==> src/rtl/lcd_ctrl_pkg.sv <==
// Shared command codes and controller state encoding for the parametrised LCD controller.
package lcd_ctrl_pkg;

    localparam logic [3:0] CmdWrtbk  = 4'd0;
    localparam logic [3:0] CmdUp     = 4'd1;
    localparam logic [3:0] CmdDn     = 4'd2;
    localparam logic [3:0] CmdLf     = 4'd3;
    localparam logic [3:0] CmdRt     = 4'd4;
    localparam logic [3:0] CmdAvg    = 4'd5;
    localparam logic [3:0] CmdMrrX   = 4'd6;
    localparam logic [3:0] CmdMrrY   = 4'd7;
    localparam logic [3:0] CmdMax    = 4'd8;
    localparam logic [3:0] CmdMin    = 4'd9;
    localparam logic [3:0] CmdRotCw  = 4'd10;
    localparam logic [3:0] CmdRotCcw = 4'd11;

    typedef enum logic [1:0] {
        StLoad  = 2'd0,
        StIdle  = 2'd1,
        StWrite = 2'd2,
        StDone  = 2'd3
    } state_e;

endpackage

==> src/rtl/lcd_win_alu.sv <==
// Combinational 2x2 window datapath: average, max/min, mirrors and rotations.
// p1 = top-left, p2 = top-right, p3 = bottom-left, p4 = bottom-right.
module lcd_win_alu import lcd_ctrl_pkg::*; #(
    parameter int unsigned DW = 8
) (
    input  logic [DW-1:0] p1_i,
    input  logic [DW-1:0] p2_i,
    input  logic [DW-1:0] p3_i,
    input  logic [DW-1:0] p4_i,
    input  logic [3:0]    cmd_i,
    output logic [DW-1:0] n1_o,
    output logic [DW-1:0] n2_o,
    output logic [DW-1:0] n3_o,
    output logic [DW-1:0] n4_o,
    output logic          we_o
);

    logic [DW+1:0] sum;
    logic [DW-1:0] avg;
    logic [DW-1:0] max12, max34, max_all;
    logic [DW-1:0] min12, min34, min_all;

    always_comb begin
        sum     = {2'b00, p1_i} + {2'b00, p2_i} + {2'b00, p3_i} + {2'b00, p4_i};
        avg     = DW'(sum >> 2);
        max12   = (p1_i > p2_i) ? p1_i : p2_i;
        max34   = (p3_i > p4_i) ? p3_i : p4_i;
        max_all = (max12 > max34) ? max12 : max34;
        min12   = (p1_i < p2_i) ? p1_i : p2_i;
        min34   = (p3_i < p4_i) ? p3_i : p4_i;
        min_all = (min12 < min34) ? min12 : min34;
    end

    always_comb begin
        n1_o = p1_i;
        n2_o = p2_i;
        n3_o = p3_i;
        n4_o = p4_i;
        we_o = 1'b1;
        case (cmd_i)
            CmdAvg: begin
                n1_o = avg;
                n2_o = avg;
                n3_o = avg;
                n4_o = avg;
            end
            CmdMrrX: begin
                n1_o = p3_i;
                n3_o = p1_i;
                n2_o = p4_i;
                n4_o = p2_i;
            end
            CmdMrrY: begin
                n1_o = p2_i;
                n2_o = p1_i;
                n3_o = p4_i;
                n4_o = p3_i;
            end
            CmdMax: begin
                n1_o = max_all;
                n2_o = max_all;
                n3_o = max_all;
                n4_o = max_all;
            end
            CmdMin: begin
                n1_o = min_all;
                n2_o = min_all;
                n3_o = min_all;
                n4_o = min_all;
            end
            CmdRotCw: begin
                n2_o = p1_i;
                n4_o = p2_i;
                n3_o = p4_i;
                n1_o = p3_i;
            end
            CmdRotCcw: begin
                n1_o = p2_i;
                n2_o = p4_i;
                n4_o = p3_i;
                n3_o = p1_i;
            end
            default: we_o = 1'b0;
        endcase
    end

endmodule

==> src/rtl/lcd_ctrl_param.sv <==
// Parametrised LCD controller: loads an image from IROM, applies 2x2 window
// commands around an operation point, then writes the image back to IRB.
module lcd_ctrl_param import lcd_ctrl_pkg::*; #(
    parameter int unsigned  IMG_W = 8,
    parameter int unsigned  IMG_H = 8,
    parameter int unsigned  DW    = 8,
    localparam int unsigned AW    = $clog2(IMG_W * IMG_H)
) (
    input  logic          clk,
    input  logic          reset,
    input  logic [3:0]    cmd,
    input  logic          cmd_valid,
    input  logic [DW-1:0] IROM_Q,
    output logic          IROM_EN,
    output logic [AW-1:0] IROM_A,
    output logic          IRB_RW,
    output logic [DW-1:0] IRB_D,
    output logic [AW-1:0] IRB_A,
    output logic          busy,
    output logic          done
);

    localparam int unsigned   N        = IMG_W * IMG_H;
    localparam int unsigned   XW       = $clog2(IMG_W);
    localparam int unsigned   YW       = $clog2(IMG_H);
    localparam logic [AW-1:0] LastAddr = AW'(N - 1);
    localparam logic [AW-1:0] AOne     = AW'(1);
    localparam logic [XW-1:0] XOne     = XW'(1);
    localparam logic [XW-1:0] XMax     = XW'(IMG_W - 1);
    localparam logic [XW-1:0] XInit    = XW'(IMG_W / 2);
    localparam logic [YW-1:0] YOne     = YW'(1);
    localparam logic [YW-1:0] YMax     = YW'(IMG_H - 1);
    localparam logic [YW-1:0] YInit    = YW'(IMG_H / 2);

    logic [DW-1:0] pix_q [N];

    state_e        state_q, state_d;
    logic [AW-1:0] irom_a_q, irom_a_d;
    logic [AW-1:0] pend_addr_q, pend_addr_d;
    logic          pend_vld_q, pend_vld_d;
    logic          irb_rw_q, irb_rw_d;
    logic [AW-1:0] irb_a_q, irb_a_d;
    logic [DW-1:0] irb_d_q, irb_d_d;
    logic [XW-1:0] op_x_q, op_x_d;
    logic [YW-1:0] op_y_q, op_y_d;

    logic          ld_we, cmd_acc, alu_we;
    logic [AW-1:0] a1, a2, a3, a4;
    logic [DW-1:0] n1, n2, n3, n4;

    // Power-of-two geometry makes y*IMG_W + x a plain concatenation.
    assign a4 = {op_y_q, op_x_q};
    assign a3 = {op_y_q, op_x_q - XOne};
    assign a2 = {op_y_q - YOne, op_x_q};
    assign a1 = {op_y_q - YOne, op_x_q - XOne};

    assign cmd_acc = cmd_valid && (state_q == StIdle);

    lcd_win_alu #(
        .DW (DW)
    ) u_alu (
        .p1_i  (pix_q[a1]),
        .p2_i  (pix_q[a2]),
        .p3_i  (pix_q[a3]),
        .p4_i  (pix_q[a4]),
        .cmd_i (cmd),
        .n1_o  (n1),
        .n2_o  (n2),
        .n3_o  (n3),
        .n4_o  (n4),
        .we_o  (alu_we)
    );

    always_ff @(posedge clk or posedge reset) begin
        if (reset) begin
            state_q     <= StLoad;
            irom_a_q    <= '0;
            pend_addr_q <= '0;
            pend_vld_q  <= 1'b0;
            irb_rw_q    <= 1'b1;
            irb_a_q     <= '0;
            irb_d_q     <= '0;
            op_x_q      <= XInit;
            op_y_q      <= YInit;
        end else begin
            state_q     <= state_d;
            irom_a_q    <= irom_a_d;
            pend_addr_q <= pend_addr_d;
            pend_vld_q  <= pend_vld_d;
            irb_rw_q    <= irb_rw_d;
            irb_a_q     <= irb_a_d;
            irb_d_q     <= irb_d_d;
            op_x_q      <= op_x_d;
            op_y_q      <= op_y_d;
        end
    end

    // Image buffer survives reset; all four window writes use pre-command values.
    always_ff @(posedge clk) begin
        if (ld_we) begin
            pix_q[pend_addr_q] <= IROM_Q;
        end
        if (cmd_acc && alu_we) begin
            pix_q[a1] <= n1;
            pix_q[a2] <= n2;
            pix_q[a3] <= n3;
            pix_q[a4] <= n4;
        end
    end

    always_comb begin
        state_d     = state_q;
        irom_a_d    = irom_a_q;
        pend_addr_d = irom_a_q;
        pend_vld_d  = 1'b0;
        irb_rw_d    = irb_rw_q;
        irb_a_d     = irb_a_q;
        irb_d_d     = irb_d_q;
        op_x_d      = op_x_q;
        op_y_d      = op_y_q;
        ld_we       = 1'b0;
        unique case (state_q)
            StLoad: begin
                if (irom_a_q != LastAddr) begin
                    irom_a_d = irom_a_q + AOne;
                end
                // IROM data lags its address by one cycle; pend_addr tracks it.
                pend_vld_d = 1'b1;
                if (pend_vld_q) begin
                    ld_we = 1'b1;
                    if (pend_addr_q == LastAddr) begin
                        state_d = StIdle;
                    end
                end
            end
            StIdle: begin
                if (cmd_valid) begin
                    case (cmd)
                        CmdWrtbk: begin
                            state_d  = StWrite;
                            irb_rw_d = 1'b0;
                            irb_a_d  = '0;
                            irb_d_d  = pix_q[0];
                        end
                        CmdUp: if (op_y_q != YOne) op_y_d = op_y_q - YOne;
                        CmdDn: if (op_y_q != YMax) op_y_d = op_y_q + YOne;
                        CmdLf: if (op_x_q != XOne) op_x_d = op_x_q - XOne;
                        CmdRt: if (op_x_q != XMax) op_x_d = op_x_q + XOne;
                        default: ;
                    endcase
                end
            end
            StWrite: begin
                if (irb_a_q == LastAddr) begin
                    irb_rw_d = 1'b1;
                    state_d  = StDone;
                end else begin
                    irb_a_d = irb_a_q + AOne;
                    irb_d_d = pix_q[irb_a_q + AOne];
                end
            end
            StDone: ;
        endcase
    end

    assign IROM_EN = (state_q != StLoad);
    assign IROM_A  = irom_a_q;
    assign IRB_RW  = irb_rw_q;
    assign IRB_A   = irb_a_q;
    assign IRB_D   = irb_d_q;
    assign busy    = (state_q == StLoad) || (state_q == StWrite);
    assign done    = (state_q == StDone);

endmodule

==> config.mk <==
export PLATFORM = sky130hd
export DESIGN_NAME = lcd_ctrl_param
export DESIGN_NICKNAME = d
export VERILOG_FILES = /design/src/rtl/lcd_ctrl_pkg.sv /design/src/rtl/lcd_win_alu.sv /design/src/rtl/lcd_ctrl_param.sv
export SDC_FILE = /design/constraint.sdc
export NUM_CORES = 2
export LEC_CHECK = 0
export CORE_ASPECT_RATIO = 1.2
export CORE_MARGIN = 4
export CORE_UTILIZATION = 25
export CTS_CLUSTER_DIAMETER = 60
export DETAILED_ROUTE_END_ITERATION = 6
export DONT_BUFFER_PORTS = 1
export PLACE_DENSITY_LB_ADDON = 0.3
export REMOVE_ABC_BUFFERS = 1
export SLEW_MARGIN = 30
export SYNTH_ARGS = -nofsm -noshare
export SYNTH_HDL_FRONTEND = slang
export SYNTH_HIERARCHICAL = 1
export SYNTH_SLANG_ARGS = --single-unit
==> constraint.sdc <==
create_clock -name clk -period 8.6 [get_ports clk]
set_input_delay 1.72 -clock clk [delete_from_list [all_inputs] [get_ports clk]]
set_output_delay 1.72 -clock clk [all_outputs]
set_load 0.02 [all_outputs]
==> impl_metrics.csv <==
group,metric,value,unit
timing,final_max_slew_viol_count,0,
job,maxCapViolCount,0,
clocking,clk_pin_slew,0.06,ns
route,via_per_inst,6.33,
clocking,cts_buffer_depth,3,
grt,grt-ovfl-total,0,
clocking,tritoncts,"done",
worst_hold_path,hold_class,"flip-flop to flip-flop",
timing,period_needed,8.40,ns
grt,antenna_found_initial,20,
grt,top_usage_layer,"met2",
synth,netlist_instances,5998,
synth,synth-async-reset-ratio,0.0657,
synth,synth_ff_type,"edfxtp_1",
timing,rsz0062_at_grt,"no",
route,vias,54626,
timing,period_share,0.976,
place,placed_cell_area,0.0572,mm2
cells_and_area,postLayoutCellArea,0.0599,mm2
route,wl,309000,um
timing,hold_viol,0,
grt,grt_pass1_vias,50242,
setup_path,cp_num_cells,30,
grt,track_usage,0.282,
timing,finalSetupViolCount,0,
outcome,status,"finished, violations left",
synth,netlist.area_leader.share,0.301,
die,rows,181,
timing,relSlewSlack,0.273,
timing,max_slew.worst_pin.slew,1.09,ns
pwr,vdd_ir_drop_max,0.122,mV
die,initial_core_util,0.252,
clocking,cts.sinks,548,
timing,fin_setup_tns,0,ns
synth,synth_warnings,6,
place,globalplace.congestion,1.03,
synth,synth.cell_area,0.0511,mm2
synth,ys_ff_latch,548,
clocking,cts_buffers,74,
clocking,htreeDepth,3,
synth,synth_edf_count,512,
grt,grt_util_met2,0.430,
grt,grt_start_max_net_pins,103,
route,wl_per_cell,35.7,um
die,core,0.203,mm2
worst_hold_path,hold_depth,2,
setup_path,regToRegSetupSlack,0.20,ns
clocking,clkLatencyLatePin,0.74,ns
cells_and_area,drive_gt1_frac,0.189,
timing,finalClockSkew,0.0455,ns
synth,yosys.cell_types.count,100,
setup_path,crit_slowest_cell,"o21ai_0",
synth,synth_top_area_cell,"edfxtp_1",
die,die_h,503,um
setup_path,worstSetupPathType,"flip-flop to flip-flop",
outcome,violations,"design-rule violations",
place,hpwl,219000,um
cells_and_area,num-nets-final,5993,
die,die_w,421,um
cells_and_area,area_growth,17.3,%
timing,fmax,119,MHz
route,first_pass_iters,7,
grt,use_met1,0.336,
pwr,power.density,120,mW/mm2
cells_and_area,final_util,0.295,
cells_and_area,final_cell_mix,"nor2_1, nand2_1, a21oi_1, edfxtp_1, buf_4",
setup_path,crit_buf_inv,7,
synth,synth_area_per_cell,8.52,um2
setup_path,critPathTopFamily,"compound AO/OA/AOI/OAI gates",
route,drt-initial-drc-count,7990,
place,io_buffers,0,
setup_path,slowest_delay,0.76,ns
clocking,cts_root_buffer,"clkbuf_16",
setup_path,cp-end-kind,"flip-flop",
grt,use_met3,0.0684,
grt,grt_pass1_wl,422000,um
setup_path,start_kind,"flip-flop",
route,drcViolationCount,11,
setup_path,worstPathArrival,8.86,ns
setup_path,critPathMaxFanout,31,
synth,synthTopCellsByArea,"edfxtp_1, mux4_2, nor2_1",
setup_path,rr_worst_depth,30,
synth,ys_seq_area_frac,0.319,
cells_and_area,stdcell_count,8636,
place,dp_cells,8477,
setup_path,cp.required,9.06,ns
pwr,power.leakage,21.1,nW
die,io_pins,39,
die,die-area,0.212,mm2
route,ant_nets,0,
cells_and_area,mostFrequentLayoutCell,"nor2_1",
[final timing paths]
| check | start | to |
|---|---|---|
| max | op_x_q[1] | pix_q[26][2] |
| min | IRB_RW | IRB_RW |
| max reg2reg | op_x_q[1] | pix_q[26][2] |
| min reg2reg | IRB_RW | IRB_RW |
| max in group asynchronous | reset | IRB_A[0] |
| min in group asynchronous | reset | IROM_A[5] |
[registers in the layout (all words and copies together) (netlist names)]
signal / cells
IRB_A: 6
IRB_D: 8
IRB_RW: 1
IROM_A: 6
op_x_q: 3
op_y_q: 3
pend_addr_q: 6
pend_vld_q: 1
pix_q: 512
state_q: 2
[tightest hold or removal path: cells and delay by family, from the launching register on]
family,cells,cell delay [ns]
AND/OR/NAND/NOR,1,0.06
AO/OA/AOI/OAI,1,0.08
flip-flops,1,0.41
[timing repair]
action,CTS,global route
setup buffers,0,8
setup endpoints to repair,0,224
hold buffers,0,0
gates resized for setup,0,14
[final cells by class]
type	count	area, um2
antenna	12	30.0
clock buffer	91	1990
clock inverter	46	414
fill	21153	143000
inverter	65	251
multi-input combinational	4742	32600
sequential	548	16300
tap	2653	3320
timing repair buffer	479	5000
[logic make-up (layout without fill, tap and decap cells)]
family          count (synthesis)  in the layout  synth area share
simple gates                 2090           2090             0.169
compound gates               2029           2029             0.269
buf+inv                       708            681            0.0570
flops                         548            548             0.319
mux                           530            530             0.161
fa+ha+maj                      68             68            0.0190
xor+xnor                       25             25           0.00502
other cells                     0             12                 0
[layer usage]
metal,vias up,part of all wire
met3,1025,0.11
li1,22756,-
met4,16,0.10
met5,-,0.00071
met2,4031,0.43
met1,26798,0.36
[where the power goes]
group          switching (mW)  total (mW)  internal [mW]
registers             0.00653        2.92           2.92
logic                   0.700        1.05          0.350
clock network            1.45        3.22           1.77
total                    2.16        7.19           5.03
[per-stage QoR]
| stage | total power, mW | hold slack (ns) | setup slack [ns] |
|---|---|---|---|
| global placement | 3.98 | 0.527 | 0.167 |
| detailed placement | 3.99 | 0.550 | 0.264 |
| floorplan | 3.41 | 0.501 | -14.60 |
| global route | 7.31 | 0.572 | 0.00616 |
| finish | 7.19 | 0.559 | 0.205 |
| CTS | 7.15 | 0.561 | 0.235 |
[cell usage after synthesis (all sizes together), types with 88 or more instances]
master	count
buf	208
a21oi	586
mux4	223
a211oi	257
mux2	115
a31oi	281
nor2	1073
mux2i	192
o211ai	182
nand2	741
clkbuf	435
a211o	127
o21ai	88
edfxtp	512
a22oi	109
No activity file was read; power rests on OpenSTA's default activity.
